## src/rtl/wb_spi_mode.sv

```systemverilog
// wb_spi_mode: Wishbone-attached SPI master with selectable mode and bit order.
//
// Ports:
//   clk, reset          - single clock, synchronous active-high reset
//   wb_adr_i..wb_ack_o  - Wishbone slave; word registers decoded from adr[4:2]
//                         0x00 DATA (wr: TX + start, rd: RX)
//                         0x04 STATUS (bit0 busy, bit1 done, sticky)
//                         0x08 CS
//                         0x0C CTRL (bit0 cpol, bit1 cpha, bit2 lsb_first,
//                                    bit3 irq enable, bits[12:8] len)
//                         0x10 DIV
//   spi_sck, spi_mosi   - SPI clock and data out (registered)
//   spi_miso            - SPI data in
//   spi_cs              - chip selects, straight from the CS register
//   irq                 - done & irq enable; present only when the macro
//                         WB_SPI_MODE_IRQ_EN is defined (otherwise CTRL bit3
//                         reads 0 and ignores writes)
module wb_spi_mode #(
    parameter int DATA_W = 8,
    parameter int CS_W   = 8,
    parameter int DIV_W  = 8
) (
    input  logic              clk,
    input  logic              reset,
    input  logic [31:0]       wb_adr_i,
    input  logic [31:0]       wb_dat_i,
    output logic [31:0]       wb_dat_o,
    input  logic [3:0]        wb_sel_i,
    input  logic              wb_cyc_i,
    input  logic              wb_stb_i,
    input  logic              wb_we_i,
    output logic              wb_ack_o,
    output logic              spi_sck,
    output logic              spi_mosi,
    input  logic              spi_miso,
    output logic [CS_W-1:0]   spi_cs
`ifdef WB_SPI_MODE_IRQ_EN
    ,
    output logic              irq
`endif
);

    typedef enum logic [1:0] {IDLE, LEAD, TRAIL} state_t;

    state_t            state;
    logic [DATA_W-1:0] tx;
    logic [DATA_W-1:0] rx;
    logic [CS_W-1:0]   cs;
    logic [DIV_W-1:0]  div;
    logic [DIV_W-1:0]  pre;
    logic              cpol, cpha, lsb_first, irq_en;
    logic [4:0]        len;
    logic [4:0]        idx;
    logic [4:0]        bit_cnt;
    logic              done, ack, sck, mosi;
    logic              access, busy, half_end, last_bit;
    logic [2:0]        reg_sel;
    logic [31:0]       rdata;
    logic              unused_bits;

    // Index of the last bit of a transfer; len values past the register
    // width clamp to a full-width transfer.
    function automatic logic [4:0] sat_len(input logic [4:0] l);
        if ({1'b0, l} >= 6'(DATA_W)) return 5'(DATA_W - 1);
        return l;
    endfunction

    // Next outgoing bit: bit 0 when LSB first, otherwise bit i (top of the
    // active length).
    function automatic logic pick_bit(input logic [DATA_W-1:0] d, input logic lsb,
                                      input logic [4:0] i);
        logic [DATA_W-1:0] s;
        s = d >> i;
        return lsb ? d[0] : s[0];
    endfunction

    function automatic logic [DATA_W-1:0] shift_out(input logic [DATA_W-1:0] d,
                                                    input logic lsb);
        return lsb ? (d >> 1) : (d << 1);
    endfunction

    // MSB first: shift in at bit 0. LSB first: shift right and insert at the
    // top of the active length, so the result ends up right-aligned.
    function automatic logic [DATA_W-1:0] rx_in(input logic [DATA_W-1:0] r, input logic b,
                                                input logic lsb, input logic [4:0] i);
        if (lsb) return (r >> 1) | ({{(DATA_W-1){1'b0}}, b} << i);
        return {r[DATA_W-2:0], b};
    endfunction

    // A new access is one not already being acknowledged; a held strobe
    // keeps ack high and produces no further side effects.
    assign access   = wb_cyc_i & wb_stb_i & ~ack;
    assign reg_sel  = wb_adr_i[4:2];
    assign busy     = (state != IDLE);
    assign idx      = sat_len(len);
    assign half_end = busy && (pre >= div);
    assign last_bit = (bit_cnt == idx);

    assign wb_ack_o = ack & wb_cyc_i & wb_stb_i;
    assign spi_sck  = sck;
    assign spi_mosi = mosi;
    assign spi_cs   = cs;

`ifdef WB_SPI_MODE_IRQ_EN
    assign irq = done & irq_en;
`else
    assign irq_en = 1'b0;
`endif

    assign unused_bits = ^{wb_adr_i[31:5], wb_adr_i[1:0], wb_sel_i, wb_dat_i[31:13]};

    always_comb begin
        rdata = '0;
        case (reg_sel)
            3'd0:    rdata = 32'(rx);
            3'd1:    rdata = {30'd0, done, busy};
            3'd2:    rdata = 32'(cs);
            3'd3:    rdata = {19'd0, len, 4'd0, irq_en, lsb_first, cpha, cpol};
            3'd4:    rdata = 32'(div);
            default: rdata = '0;
        endcase
    end

    always_ff @(posedge clk) begin
        if (reset) begin
            state     <= IDLE;
            tx        <= '0;
            rx        <= '0;
            cs        <= '1;
            div       <= '1;
            pre       <= '0;
            cpol      <= 1'b0;
            cpha      <= 1'b0;
            lsb_first <= 1'b0;
            len       <= 5'd7;
`ifdef WB_SPI_MODE_IRQ_EN
            irq_en    <= 1'b0;
`endif
            bit_cnt   <= '0;
            done      <= 1'b0;
            ack       <= 1'b0;
            wb_dat_o  <= '0;
            sck       <= 1'b0;
            mosi      <= 1'b0;
        end else begin
            ack <= wb_cyc_i & wb_stb_i;

            if (access && !wb_we_i) begin
                wb_dat_o <= rdata;
                if (reg_sel == 3'd1) done <= 1'b0;
            end

            if (access && wb_we_i) begin
                case (reg_sel)
                    3'd2: cs  <= wb_dat_i[CS_W-1:0];
                    3'd4: div <= wb_dat_i[DIV_W-1:0];
                    3'd3: if (!busy) begin
                        cpol      <= wb_dat_i[0];
                        cpha      <= wb_dat_i[1];
                        lsb_first <= wb_dat_i[2];
`ifdef WB_SPI_MODE_IRQ_EN
                        irq_en    <= wb_dat_i[3];
`endif
                        len       <= wb_dat_i[12:8];
                    end
                    default: ;
                endcase
            end

            // Shift/sample events sit on half-period boundaries; which
            // boundary does which depends on cpha. done is set after the
            // STATUS-read clear above so a coinciding set wins.
            case (state)
                IDLE: begin
                    sck     <= cpol;
                    pre     <= '0;
                    bit_cnt <= '0;
                    if (access && wb_we_i && reg_sel == 3'd0) begin
                        state <= LEAD;
                        rx    <= '0;
                        mosi  <= pick_bit(wb_dat_i[DATA_W-1:0], lsb_first, idx);
                        tx    <= cpha ? wb_dat_i[DATA_W-1:0]
                                      : shift_out(wb_dat_i[DATA_W-1:0], lsb_first);
                    end
                end
                LEAD: begin
                    if (half_end) begin
                        state <= TRAIL;
                        sck   <= ~sck;
                        pre   <= '0;
                        if (cpha) begin
                            mosi <= pick_bit(tx, lsb_first, idx);
                            tx   <= shift_out(tx, lsb_first);
                        end else begin
                            rx <= rx_in(rx, spi_miso, lsb_first, idx);
                        end
                    end else begin
                        pre <= pre + 1'b1;
                    end
                end
                TRAIL: begin
                    if (half_end) begin
                        sck <= ~sck;
                        pre <= '0;
                        if (cpha) rx <= rx_in(rx, spi_miso, lsb_first, idx);
                        if (last_bit) begin
                            state <= IDLE;
                            done  <= 1'b1;
                        end else begin
                            state   <= LEAD;
                            bit_cnt <= bit_cnt + 1'b1;
                            if (!cpha) begin
                                mosi <= pick_bit(tx, lsb_first, idx);
                                tx   <= shift_out(tx, lsb_first);
                            end
                        end
                    end else begin
                        pre <= pre + 1'b1;
                    end
                end
                default: state <= IDLE;
            endcase
        end
    end

endmodule

```

## config.mk

```make
export PLATFORM = sky130hd
export DESIGN_NAME = wb_spi_mode
export DESIGN_NICKNAME = d
export VERILOG_FILES = /design/src/rtl/wb_spi_mode.sv
export SDC_FILE = /design/constraint.sdc
export NUM_CORES = 1
export LEC_CHECK = 0
export CORE_MARGIN = 2
export CORE_UTILIZATION = 46
export CTS_BUF_LIST = sky130_fd_sc_hd__clkbuf_4 sky130_fd_sc_hd__clkbuf_8
export CTS_CLUSTER_DIAMETER = 120
export DETAILED_ROUTE_END_ITERATION = 10
export PLACE_DENSITY = 0.8
export SLEW_MARGIN = 20
export SYNTH_ARGS = -nofsm -noshare
export SYNTH_HDL_FRONTEND = slang
export SYNTH_SLANG_ARGS = --single-unit
export TNS_END_PERCENT = 20
```

## constraint.sdc

```tcl
create_clock -name clk -period 2.3 [get_ports clk]
set_input_delay 0.69 -clock clk [delete_from_list [all_inputs] [get_ports clk]]
set_output_delay 0.69 -clock clk [all_outputs]
set_load 0.03 [all_outputs]
```

### Word-level counts from Yosys, hierarchy flattened

Cells that the tools add are included.

| cells by class | value |
|---|---|
| add/subtract/negate cells | 2 |
| order comparisons | 2 |
| eq/ne operators | 16 |
| shifts and indexed selects | 3 |
| muxes and demuxes | 58 |
| bitwise logic cells | 8 |
| reductions and logical operators | 20 |

Operator list:

| operator | number |
|---|---|
| 8-bit 2-to-1 mux | 18 |
| 13-bit one-hot mux with 5 select lines | 1 |
| 8-bit one-hot mux with 3 select lines | 2 |
| 1-bit 2-to-1 mux | 25 |
| 5-bit 2-to-1 mux | 4 |
| 2-bit inequality test, second input constant | 8 |
| 8-bit one-hot mux with 2 select lines | 1 |
| 8-bit by 5-bit right shift with 1-bit output | 2 |
| 5-bit one-hot mux with 2 select lines | 1 |
| 3-bit AND reduction | 3 |
| 8-bit by 1-bit adder with 8-bit output, second input constant | 1 |
| 8-bit greater-or-equal comparator | 1 |
| 7-bit by 8-bit bitwise OR with 8-bit output | 1 |
| 1-bit by 5-bit << shifter with 8-bit output | 1 |
| 7-bit AND reduction | 1 |
| 3-bit by 2-bit equality test with 1-bit output, second input constant | 2 |
| 2-bit 2-to-1 mux | 3 |
| 2-bit one-hot mux with 3 select lines | 1 |
| 2-bit AND reduction | 3 |
| 6-bit AND reduction | 1 |
| 2-bit nonzero test | 3 |
| 5-bit by 1-bit adder with 5-bit output, second input constant | 1 |
| 5-bit equality test | 1 |
| 5-bit by 4-bit greater-or-equal comparator with 1-bit output, second input constant | 1 |
| other kinds (15) | 23 |

| word-level totals | value |
|---|---|
| bits in registers | 91 |
| input bits | 74 |
| output and inout port bits | 43 |
| word-level logic and storage cells | 125 |

### Logic depth before layout (Yosys ltp)

Gate-level depths: netlist (run 1).

| logic depth | value |
|---|---|
| depth in word-level cells | 10 |
| depth in mapped cells | 8 |
| mapped depth without buffers | 7 |

### Worst setup path before layout (run 1)

OpenSTA, ideal clock, no wires.

| timing | value |
|---|---|
| path kind | flip-flop to flip-flop |
| from | register pre[0] |
| to | register rx[1] |
| library setup time | 0.121 ns |
| data arrival time | 2.037 ns |
| required time | 2.179 ns |
| slack | 0.142 ns |
| cell stages (with the launch flop) | 9 |
| path buffers | 1 |
| period minus slack after synthesis | 2.158 ns |
| cell sequence | dfxtp_1 > inv_1 > ha_1 > nand2b_4 > a2111oi_4 > o221ai_2 > o2111a_1 > buf_6 > mux2_4 |

| on the way | value |
|---|---|
| cells in the longest elaborated chain, start to end | 4 |
| elaborated cells on any way between the ends | 5 |
| those cells by class | 1 x order compare; 2 x eq/ne; 2 x reduce/logical |

RTL lines:

| what | line | source |
|---|---|---|
| from (decl) | 50 | `logic [DIV_W-1:0] pre;` |
| from (signal assigned) | 198 | `pre <= pre + 1'b1;` |
| from (signal assigned) | 218 | `pre <= pre + 1'b1;` |
| 8-bit greater-or-equal comparator * | 96 | `assign half_end = busy && (pre >= div);` |
| 1-bit logical AND * | 96 |  |
| 2-bit inequality test (no source line) | - |  |
| 6-bit AND reduction (no source line) * | - |  |
| to (signal assigned) | 195 | `rx <= rx_in(rx, spi_miso, lsb_first, idx);` |
| to (signal assigned) | 205 | `if (cpha) rx <= rx_in(rx, spi_miso, lsb_first, idx);` |
| to (decl) | 47 | `logic [DATA_W-1:0] rx;` |

Mark *: on every way between the ends. The rest lies on a longest branch, timed or not.
A chain may end at the register's enable or synchronous reset.

### Final worst setup path (run 1)

| timing | value |
|---|---|
| from | register div[6] |
| to | register tx[7] |

| on the way | value |
|---|---|
| cells in the longest elaborated chain, start to end | 4 |
| elaborated cells on any way between the ends | 5 |
| those cells by class | 1 x order compare; 2 x eq/ne; 2 x reduce/logical |

RTL lines:

| what | line | source |
|---|---|---|
| from (decl) | 49 | `logic [DIV_W-1:0] div;` |
| from (signal assigned) | 156 | `3'd4: div <= wb_dat_i[DIV_W-1:0];` |
| 8-bit greater-or-equal comparator * | 96 |  |
| 1-bit logical AND * | 96 |  |
| 2-bit inequality test (no source line) | - |  |
| 7-bit AND reduction (no source line) * | - |  |
| to (signal assigned) | 182 | `tx <= cpha ? wb_dat_i[DATA_W-1:0]` |
| to (signal assigned) | 193 | `tx <= shift_out(tx, lsb_first);` |
| to (signal assigned) | 214 | `tx <= shift_out(tx, lsb_first);` |
| to (decl) | 46 | `logic [DATA_W-1:0] tx;` |

Marked as above.

==> parameters.txt, run 1 <==
Parameter                              Value

Pwr
  Part of the power in the clock network    0.324
  Maximum vdd ir drop    0.291 mV
  P per Cell Area    571 nW/um^2
  Share of power burned in registers    0.441
  Sw Share    0.332
  Relative contribution of combinational cells to total power    0.235
  Leakage power    2.17 nW
  Net switching power figure    1.00 mW
  Total chip power    3.02 mW
  Internal power consumption    2.02 mW

Place
  Port buffer count    45
  GP Congestion    0.970
  Worst Setup Slack post-DPL    -0.236 ns
  Number of placed instances, taps included    664
  Half-perimeter wire length after placement    8.74 mm

Floorplanning
  Initial cell density of the core    0.471
  Die Y    101 microns
  Total number of placement rows    35
  Area of the die    10200 sq um
  Chip Width    101 microns
  Floorplan Core Area    9200 sq um
  Num ports    117

Finish
  Most frequent standard cell in the layout excluding fill and tap cells    dfxtp_1
  Share of the core filled with cells in the final layout    0.575
  Post-layout net count    654
  Register area    1440 sq um
  Area of combinational cells with multiple inputs    2610 sq um
  Most used cells in the layout excluding fill and tap cells    dfxtp_1, nand2_1, mux2i_1, buf_4, clkdlybuf4s50_1
  Synthesis-to-finish area growth    22.1%
  Fillcell total    802
  Fraction of layout instances using a drive strength above 1    0.153
  Number of standard cells in the final layout excluding fillers    681
  Number of antenna cells inserted    0

Critical path
  Worst-path maximum fanout    9
  Cell family with most CP delay    compound AO/OA/AOI/OAI gates
  Critical path cell sequence    inv_1 > ha_1 > and3_4 > a221oi_4 > o221ai_4 > and3_1 > buf_12 > a211oi_2
  Launching element type of the critical path    flip-flop
  Endpoint class of the critical path    flip-flop
  Critical path data arrival time    2.52 ns
  Count of cells along the worst register-to-register path    8
  WP buf/inv    2
  Worst endpoint required time    2.58 ns
  Stages on the worst setup path    8
  CP Class    reg2reg
  Largest incremental delay on the critical path    0.42 ns
  Cell with the largest stage delay on the worst path    a221oi_4

Worst hold path
  Hold path depth    2
  Worst hold path type    reg2reg

Synthesis
  Number of distinct library cell variants in the gate-level netlist after synthesis    69
  Portion of the post-synthesis area used by sequential elements    0.333
  Mapped Area    4330 sq um
  #FFs+latches synth    72
  Average cell area after synthesis    8.77 sq um
  Number of synthesized flops with an enable pin    0
  Post-synth top flop    dfxtp_1
  Post-Syn Instances    494
  Post-synth ARST share    0
  Total number of yosys warnings    0

Global routing
  First-pass GRT wire length    18.6 mm
  Pin count of the biggest net entering global routing    23
  Number of global-route vias before repair    3790
  Total overflow reported by the global router    0
  Initial antenna violation count    0
  Global Route Usage Sum    0.230

Drt
  Number of remaining DRC errors    0
  Average wire per standard cell    16.9 microns
  First-pass iteration count of the detailed router    5
  Initial DRC Count    329
  Vias after detailed routing    4030
  Post-Route WL    11.5 mm
  Ratio of routed vias to standard cells    5.92
  Final antenna-violating net count    0

Outcome
  Status    completed

STA
  Min setup slack post-route    0.0668 ns
  Number of hold-slack violations in the final timing report    0
  Setup TNS Final    0 ns
  Fin Clk Skew    0.00856 ns
  Fmax achieved    448 MHz
  Number of pins with negative max-slew slack in the final report    0
  Final worst-path cycle share    0.971
  Minimum clock period    2.23 ns
  Final-report setup violation count    0

Clock tree
  Root buf cell    clkbuf_8
  Post-cts hold buffer count    0
  CTS clk-pin slew, worst paths    0.09 ns
  CTS buffer count    9
  Maximum level of the CTS H-tree    3
  Clock Sinks    72
  CTS tree    yes
  CTS Buffer Depth    2
  Worst-skew pair later-pin latency    0.36 ns

Flow run
  Max-cap violations    0
## path summary, 6_finish.rpt
kind / start / endpoint / slack, ns
setup / recovery: div[6] / tx[7] / 0.07
hold / removal: done / done / 0.48
setup reg to reg: div[6] / tx[7] / 0.07
hold reg to reg: done / done / 0.48
## worst reg2reg max path, cell delays in order, from the launching register on
cell	delay (ns)
dfxtp_1	0.41
inv_1	0.07
ha_1	0.32
and3_4	0.22
a221oi_4	0.42
o221ai_4	0.18
and3_1	0.24
buf_12	0.15
a211oi_2	0.16
## area by class of cell
type | count | share of cell area
Multi-Input combinational cell | 368 | 0.494
Tap cell | 111 | 0.0262
Clock buffer | 9 | 0.0234
Sequential cell | 72 | 0.273
Timing Repair Buffer | 92 | 0.156
Inverter | 22 | 0.0156
Clock inverter | 7 | 0.0121
## cell usage after synthesis, types with 3 or more instances
cell	instances	area share
mux2_2	3	0.0078
o211ai_1	16	0.028
a31oi_1	9	0.013
inv_1	21	0.018
nand4_1	4	0.0058
nor2b_1	12	0.017
dfxtp_1	72	0.33
clkbuf_1	18	0.016
o21ai_0	10	0.012
and4_1	4	0.0081
or3_1	4	0.0058
a21oi_1	13	0.015
buf_2	6	0.0069
a311o_1	4	0.0092
a211oi_2	3	0.0087
mux2i_1	52	0.12
o31ai_1	4	0.0069
xor2_1	5	0.010
nand2_1	60	0.052
nor3_1	7	0.0081
a221oi_1	4	0.0081
a211oi_1	4	0.0069
nand3_1	14	0.016
and2_1	3	0.0043
a22oi_1	13	0.023
nor2_1	33	0.029
and3_1	4	0.0058
ha_1	15	0.043
buf_6	3	0.0078
buf_4	22	0.038
## sequential cells by signal (all words and copies together) (netlist names)
register and cells:
bit_cnt 5, tx 8, lsb_first 1, cpha 1
ack 1, rx 8, pre 8, spi_mosi 1
cpol 1, spi_sck 1, wb_dat_o 13, spi_cs 8
done 1, div 8, len 5, state 2
## power by group through the flow
stage	sequential, mW	clock (mW)	combinational (mW)
6_report	1.33	0.979	0.709
5_1_grt	1.34	1.05	0.764
4_1_cts	1.33	0.989	0.678
3_5_place_dp	1.36	0	0.673
3_3_place_gp	1.36	0	0.662
2_1_floorplan	1.36	0	0.454
## timing repair
| item | in CTS | in global routing |
|---|---|---|
| endpoints found under the setup margin | 2 | 22 |
| pin swaps | 0 | 3 |
| gates resized for setup | 2 | 6 |
| setup buffers | 0 | 1 |
## stage by stage
step	hold WS, ns	cell area (sq um)
5_1_grt	0.514	5290
2_1_floorplan	0.435	4400
6_report	0.484	5290
4_1_cts	0.484	5260
3_3_place_gp	0.457	5060
3_5_place_dp	0.457	5060
## layer usage
layer / track usage / wire (microns) / vias to the layer above
met2: 0.371 / 5420 / 162
met4: 0.109 / 362 / 0
met5: 0 / 0 / -
met3: 0.0409 / 742 / 28
li1: - / - / 1906
met1: 0.298 / 4970 / 1934
## logic make-up (layout without fill, tap and decap cells)
kind of cell | count (synthesis) | in the layout | synth area share
AND/OR/NAND/NOR | 159 | 159 | 0.181
AO/OA/AOI/OAI | 109 | 109 | 0.196
flip-flops | 72 | 72 | 0.333
buffers and inverters | 72 | 130 | 0.0883
multiplexers | 59 | 59 | 0.143
adder cells (fa/ha/maj) | 15 | 15 | 0.0433
XOR/XNOR | 7 | 7 | 0.0141
other | 1 | 19 | 0.000865
(Power assumes the default switching activity.)
==> inputs of run 2 (changes only) <==
--- a/config.mk
+++ b/config.mk
@@ -11,4 +11,5 @@
 export CTS_CLUSTER_DIAMETER = 120
 export DETAILED_ROUTE_END_ITERATION = 10
+export MAX_ROUTING_LAYER = met4
 export PLACE_DENSITY = 0.8
 export SLEW_MARGIN = 20
==> constraint.sdc (replaced) <==
create_clock -name clk -period 2.3 [get_ports clk]
set_input_delay 0.69 -clock clk [delete_from_list [all_inputs] [get_ports clk]]
set_output_delay 0.69 -clock clk [all_outputs]
set_load 0.05 [all_outputs]
==> run 2 against run 1 <==
Compared with the run above: die area did not move; sequential share of layout area hardly changed; first-iteration DRC count shrank 15%; power is 1.3% higher; design area is essentially flat; largest cell class unchanged.
==> parameters.txt, run 2 (synthesis gave the netlist of run 1 again) <==
Parameter                              Value

Finish
  Fillcell total    779 (-2.9%)
  Fraction of layout instances using a drive strength above 1    0.155 (+0.00203)
  Post-layout net count    653 (-0.15%)
  Synthesis-to-finish area growth    22.2% (about the same)
  Number of antenna cells inserted    0 (unchanged)
  Number of flip-flops under the largest register name    13 (unchanged)
  Number of standard cells in the final layout excluding fillers    680 (-0.15%)
  Most flops, register    wb_dat_o
  Most frequent standard cell in the layout excluding fill and tap cells    dfxtp_1
  Most used cells in the layout excluding fill and tap cells    dfxtp_1, nand2_1, mux2i_1, buf_4, clkdlybuf4s50_1

Place
  Half-perimeter wire length after placement    8.76 mm (+0.18%)
  Number of placed instances, taps included    664 (unchanged)
  GP Congestion    0.996 (+2.6%)
  Worst Setup Slack post-DPL    -0.243 ns (-0.00676 ns)
  Port buffer count    45 (unchanged)

Floorplanning
  Num ports    117 (unchanged)
  Initial cell density of the core    0.471 (unchanged)
  Die Y    101 microns (unchanged)
  Total number of placement rows    35 (unchanged)
  Chip Width    101 microns (unchanged)
  Area of the die    10200 sq um (unchanged)
  Floorplan Core Area    9200 sq um (unchanged)

Pwr
  Internal power consumption    2.01 mW (-0.44%)
  Net switching power figure    1.05 mW (+4.8%)
  Share of power burned in registers    0.436 (-0.005)
  Sw Share    0.344 (+0.0115)
  Maximum vdd ir drop    0.262 mV (-10%)
  P per Cell Area    578 nW/um^2 (+1.2%)
  Relative contribution of combinational cells to total power    0.244 (+0.009)
  Leakage power    2.16 nW (-0.22%)
  Part of the power in the clock network    0.320 (-0.004)

STA
  Minimum clock period    2.26 ns (+0.0247 ns)
  Number of pins with negative max-slew slack in the final report    0 (unchanged)
  Fmax achieved    443 MHz (-1.1%)
  Transition at the pin with the smallest max-transition slack    0.529 ns
  Final-report setup violation count    0 (unchanged)
  Final worst-path cycle share    0.982 (+0.0108)
  Worst-case headroom to the max-slew limit    0.646
  Fin Clk Skew    0.0151 ns (+0.00649 ns)
  Number of hold-slack violations in the final timing report    0 (unchanged)
  Min setup slack post-route    0.0421 ns (-0.0247 ns)
  RSZ-0062 raised after global routing    yes

Clock tree
  CTS buffer count    9 (unchanged)
  Setup fix buffers added after clock tree synthesis    0 (unchanged)
  Post-cts hold buffer count    0 (unchanged)
  CTS Buffer Depth    2 (unchanged)
  Maximum level of the CTS H-tree    3 (unchanged)
  CTS tree    yes
  Clock Sinks    72 (unchanged)
  CTS clk-pin slew, worst paths    0.08 ns (about the same)
  Root buf cell    clkbuf_8
  Worst-skew pair later-pin latency    0.38 ns (+0.02 ns)

Drt
  Vias after detailed routing    3981 (-1.2%)
  Average wire per standard cell    17.0 microns (+0.71%)
  Number of remaining DRC errors    0 (unchanged)
  Ratio of routed vias to standard cells    5.85 (-1.1%)
  Post-Route WL    11.6 mm (+0.57%)
  Initial DRC Count    281 (-15%)
  First-pass iteration count of the detailed router    6 (+1)
  Final antenna-violating net count    0 (unchanged)

Critical path
  Endpoint class of the critical path    output pin
  Launching element type of the critical path    flip-flop
  WP buf/inv    1 (-1)
  CP Class    reg2out
  Largest incremental delay on the critical path    0.82 ns (+0.40 ns)
  Critical path cell sequence    clkdlybuf4s50_1
  Cell with the largest stage delay on the worst path    clkdlybuf4s50_1
  Worst endpoint required time    1.61 ns (-0.97 ns)
  Worst-path maximum fanout    3 (-6)
  Critical path data arrival time    1.57 ns (-0.95 ns)
  Cell family with most CP delay    buffers and inverters

Global routing
  Pin count of the biggest net entering global routing    23 (unchanged)
  Number of global-route vias before repair    3860 (+1.8%)
  Global Route Usage Sum    0.239 (+0.00889)
  First-pass GRT wire length    18.6 mm (about the same)
  Total overflow reported by the global router    0 (unchanged)
  Initial antenna violation count    0 (unchanged)

Outcome
  Status    completed

Worst hold path
  Worst hold path type    reg2reg

Flow run
  Max-cap violations    0 (unchanged)
## run 2: cell count changes in the layout (fill, tap and decap cells not counted), sizes merged
| cell | delta |
|---|---|
| buf | -1 |
| dlymetal6s2s | +1 |
| clkdlybuf4s50 | -1 |
## run 2: path summary, 6_finish.rpt
check / startpoint / end / slack, ns / cells after the start
hold / removal: done / done / 0.47 / 2
setup / recovery: spi_cs[1] / spi_cs[1] / 0.04 / 1
hold reg to reg: done / done / 0.47 / 2
setup reg to reg: pre[0] / pre[0] / 0.09 / 8
## run 2: power by group through the flow
stage	logic (mW)	clock network, mW	registers, mW
2_1_floorplan	0.481	0	1.37
3_3_place_gp	0.702	0	1.36
3_5_place_dp	0.720	0	1.36
4_1_cts	0.726	0.983	1.33
5_1_grt	0.805	1.04	1.34
6_report	0.748	0.979	1.33
## run 2: area by class of cell
cell class | instances | area [sq um] | share of cell area
sequential | 72 | 1450 | 0.273
timing repair buffer | 91 | 833 | 0.157
clock buffer | 9 | 124 | 0.0234
tap | 111 | 139 | 0.0262
multi-input combinational | 368 | 2610 | 0.493
inverter | 22 | 82.6 | 0.0156
clock inverter | 7 | 61.3 | 0.0116
## run 2: timing repair
item | 4_1_cts | 5_1_grt
resized for setup | 2 | 8
pin swaps | 0 | 1
setup endpoints to repair | 8 | 20
## run 2: metrics by stage
step,instance area [sq um],power (mW),utilization,TNS [ns],hold WS (ns)
global route,5300,3.18,0.576,-0.0434,0.485
floorplan,4400,1.86,-,0,0.435
CTS,5270,3.04,0.573,0,0.463
detailed placement,5070,2.08,0.551,-4.32,0.453
finish,5300,3.06,0.576,0,0.466
global placement,5070,2.06,0.551,-3.41,0.457
## run 2: tightest hold or removal path: cells and delay by family (launching register included)
kind	cells	cell delay [ns]
flip-flops	1	0.32
AO/OA/AOI/OAI	2	0.10
## run 2: layer usage
metal	GRT usage	up-vias	wire length (microns)
met2	0.384	163	5570
li1	-	1895	-
met5	-	-	0
met1	0.292	1895	4950
met4	0.109	0	329
met3	0.0423	28	714
==> inputs of run 3 (changes only) <==
Settings changed: SKIP_LAST_GASP set to 1.
==> run 3 against run 2 <==
Compared with the run above: design area fell by 0.43%; routed wire length fell by 0.95%; clock power rose by 0.4%; clock-buffer cell count did not move; highest routed layer unchanged; sequential power barely moved; non-clock buffer count did not move.
==> parameters.txt, run 3 (synthesis gave the netlist of run 1 again) <==
Parameter                              Value

Finish
  Most flops, register    wb_dat_o
  Most frequent standard cell in the layout excluding fill and tap cells    dfxtp_1
  Synthesis-to-finish area growth    21.7%
  Number of antenna cells inserted    0 (unchanged)
  Number of flip-flops under the largest register name    13 (unchanged)
  Post-layout net count    653 (unchanged)
  Fraction of layout instances using a drive strength above 1    0.149 (-0.00527)
  Most used cells in the layout excluding fill and tap cells    dfxtp_1, nand2_1, mux2i_1, clkdlybuf4s50_1, buf_4

Drt
  First-pass iteration count of the detailed router    5 (-1)
  Final antenna-violating net count    0 (unchanged)
  Vias after detailed routing    3983 (+0.050%)
  Average wire per standard cell    16.8 microns (-0.95%)
  Post-Route WL    11.5 mm (-0.95%)
  Number of remaining DRC errors    0 (unchanged)
  Ratio of routed vias to standard cells    5.86 (about the same)
  Initial DRC Count    317 (+13%)

Pwr
  Leakage power    2.16 nW (about the same)
  Maximum vdd ir drop    0.262 mV (about the same)
  P per Cell Area    579 nW/um^2 (+0.18%)

Floorplanning
  Floorplan Core Area    9200 sq um (unchanged)
  Area of the die    10200 sq um (unchanged)
  Initial cell density of the core    0.471 (unchanged)
  Total number of placement rows    35 (unchanged)
  Num ports    117 (unchanged)
  Die Y    101 microns (unchanged)
  Chip Width    101 microns (unchanged)

Clock tree
  CTS clk-pin slew, worst paths    0.09 ns (about the same)
  CTS buffer count    9 (unchanged)
  Worst-skew pair later-pin latency    0.38 ns (about the same)
  Setup fix buffers added after clock tree synthesis    0 (unchanged)
  Root buf cell    clkbuf_8
  Maximum level of the CTS H-tree    3 (unchanged)
  CTS tree    yes
  Clock Sinks    72 (unchanged)
  CTS Buffer Depth    2 (unchanged)

Global routing
  First-pass GRT wire length    18.6 mm (unchanged)
  Number of global-route vias before repair    3860 (unchanged)
  Total overflow reported by the global router    0 (unchanged)
  Global Route Usage Sum    0.239 (unchanged)
  Initial antenna violation count    0 (unchanged)
  Pin count of the biggest net entering global routing    23 (unchanged)

STA
  Final worst-path cycle share    0.984 (+0.00244)
  Fmax achieved    442 MHz (-0.25%)
  RSZ-0062 raised after global routing    yes
  Transition at the pin with the smallest max-transition slack    0.530 ns (+0.000294 ns)
  Final-report setup violation count    0 (unchanged)
  Minimum clock period    2.26 ns (+0.00560 ns)
  Number of pins with negative max-slew slack in the final report    0 (unchanged)
  Number of hold-slack violations in the final timing report    0 (unchanged)
  Worst hold slack across all endpoints    0.466 ns (-0.000318 ns)
  Fin Clk Skew    0.0152 ns (+0.000116 ns)
  Setup TNS Final    0 ns (unchanged)
  Worst-case headroom to the max-slew limit    0.646 (about the same)

Critical path
  Worst-path maximum fanout    6 (+3)
  Launching element type of the critical path    flip-flop
  Endpoint class of the critical path    flip-flop
  Worst endpoint required time    2.61 ns (+1.00 ns)
  Critical path data arrival time    2.57 ns (+1.00 ns)
  Count of cells along the worst register-to-register path    8 (unchanged)
  CP Class    reg2reg

Outcome
  Status    completed

Place
  GP Congestion    0.996 (unchanged)
  Half-perimeter wire length after placement    8.76 mm (unchanged)
  Port buffer count    45 (unchanged)

Worst hold path
  Hold path depth    2 (unchanged)
  Worst hold path type    reg2reg

Flow run
  Max-cap violations    0 (unchanged)
run 3: cell count changes in the layout (fill, tap and decap cells not counted), sizes merged:
cell and delta:
clkdlybuf4s50 +1, dlymetal6s2s -1
run 3: per-stage QoR:
stage / instance area [sq um] / cells / worst slack [ns] / util / power (mW)
after global placement: 5070 / 664 / -0.221 / 0.551 / 2.06
after floorplan: 4400 / 512 / 0.142 / - / 1.86
after detailed placement: 5070 / 664 / -0.243 / 0.551 / 2.08
after CTS: 5270 / 680 / 0.00525 / 0.573 / 3.04
after global routing: 5270 / 680 / -0.0442 / 0.573 / 3.17
final: 5270 / 680 / 0.0365 / 0.573 / 3.05
run 3: final cells by class:
class / count / area (sq um)
inverter: 22 / 82.6
clock inverter: 7 / 61.3
tap: 111 / 139
sequential: 72 / 1440
fill: 790 / 3920
multi-input combinational: 368 / 2590
clock buffer: 9 / 124
timing repair buffer: 91 / 831
run 3: routing by layer:
metal,up-vias,share of wire,global-route usage
met2,160,0.47,0.384
met1,1896,0.44,0.292
li1,1897,-,-
met4,0,0.029,0.109
met3,30,0.057,0.0423
met5,-,0,-
run 3: what timing repair did:
item,4_1_cts,5_1_grt
hold buffers,0,0
pin swaps,0,0
hold endpoints to repair,0,0
gates resized for setup,2,3
endpoints found under the setup margin,8,20
run 3: final timing paths:
path	from	to	slack [ns]
setup / recovery	div[7]	rx[7]	0.04
hold / removal	done	done	0.47
setup reg to reg	div[7]	rx[7]	0.04
hold reg to reg	done	done	0.47
run 3: power breakdown:
part	switching (mW)	internal, mW	leakage, nW
combinational	0.433	0.303	1.49
sequential	0.0456	1.29	0.582
clock	0.572	0.411	0.0888
total	1.05	2.00	2.16
run 3: worst max-delay path, stage by stage (launching register included):
cell and delay, ns:
dfxtp_1 0.41, inv_1 0.06, ha_1 0.34, and3_4 0.24, o2111ai_4 0.15, o221ai_2 0.28, o2111a_2 0.33, buf_4 0.19
mux2i_1 0.20
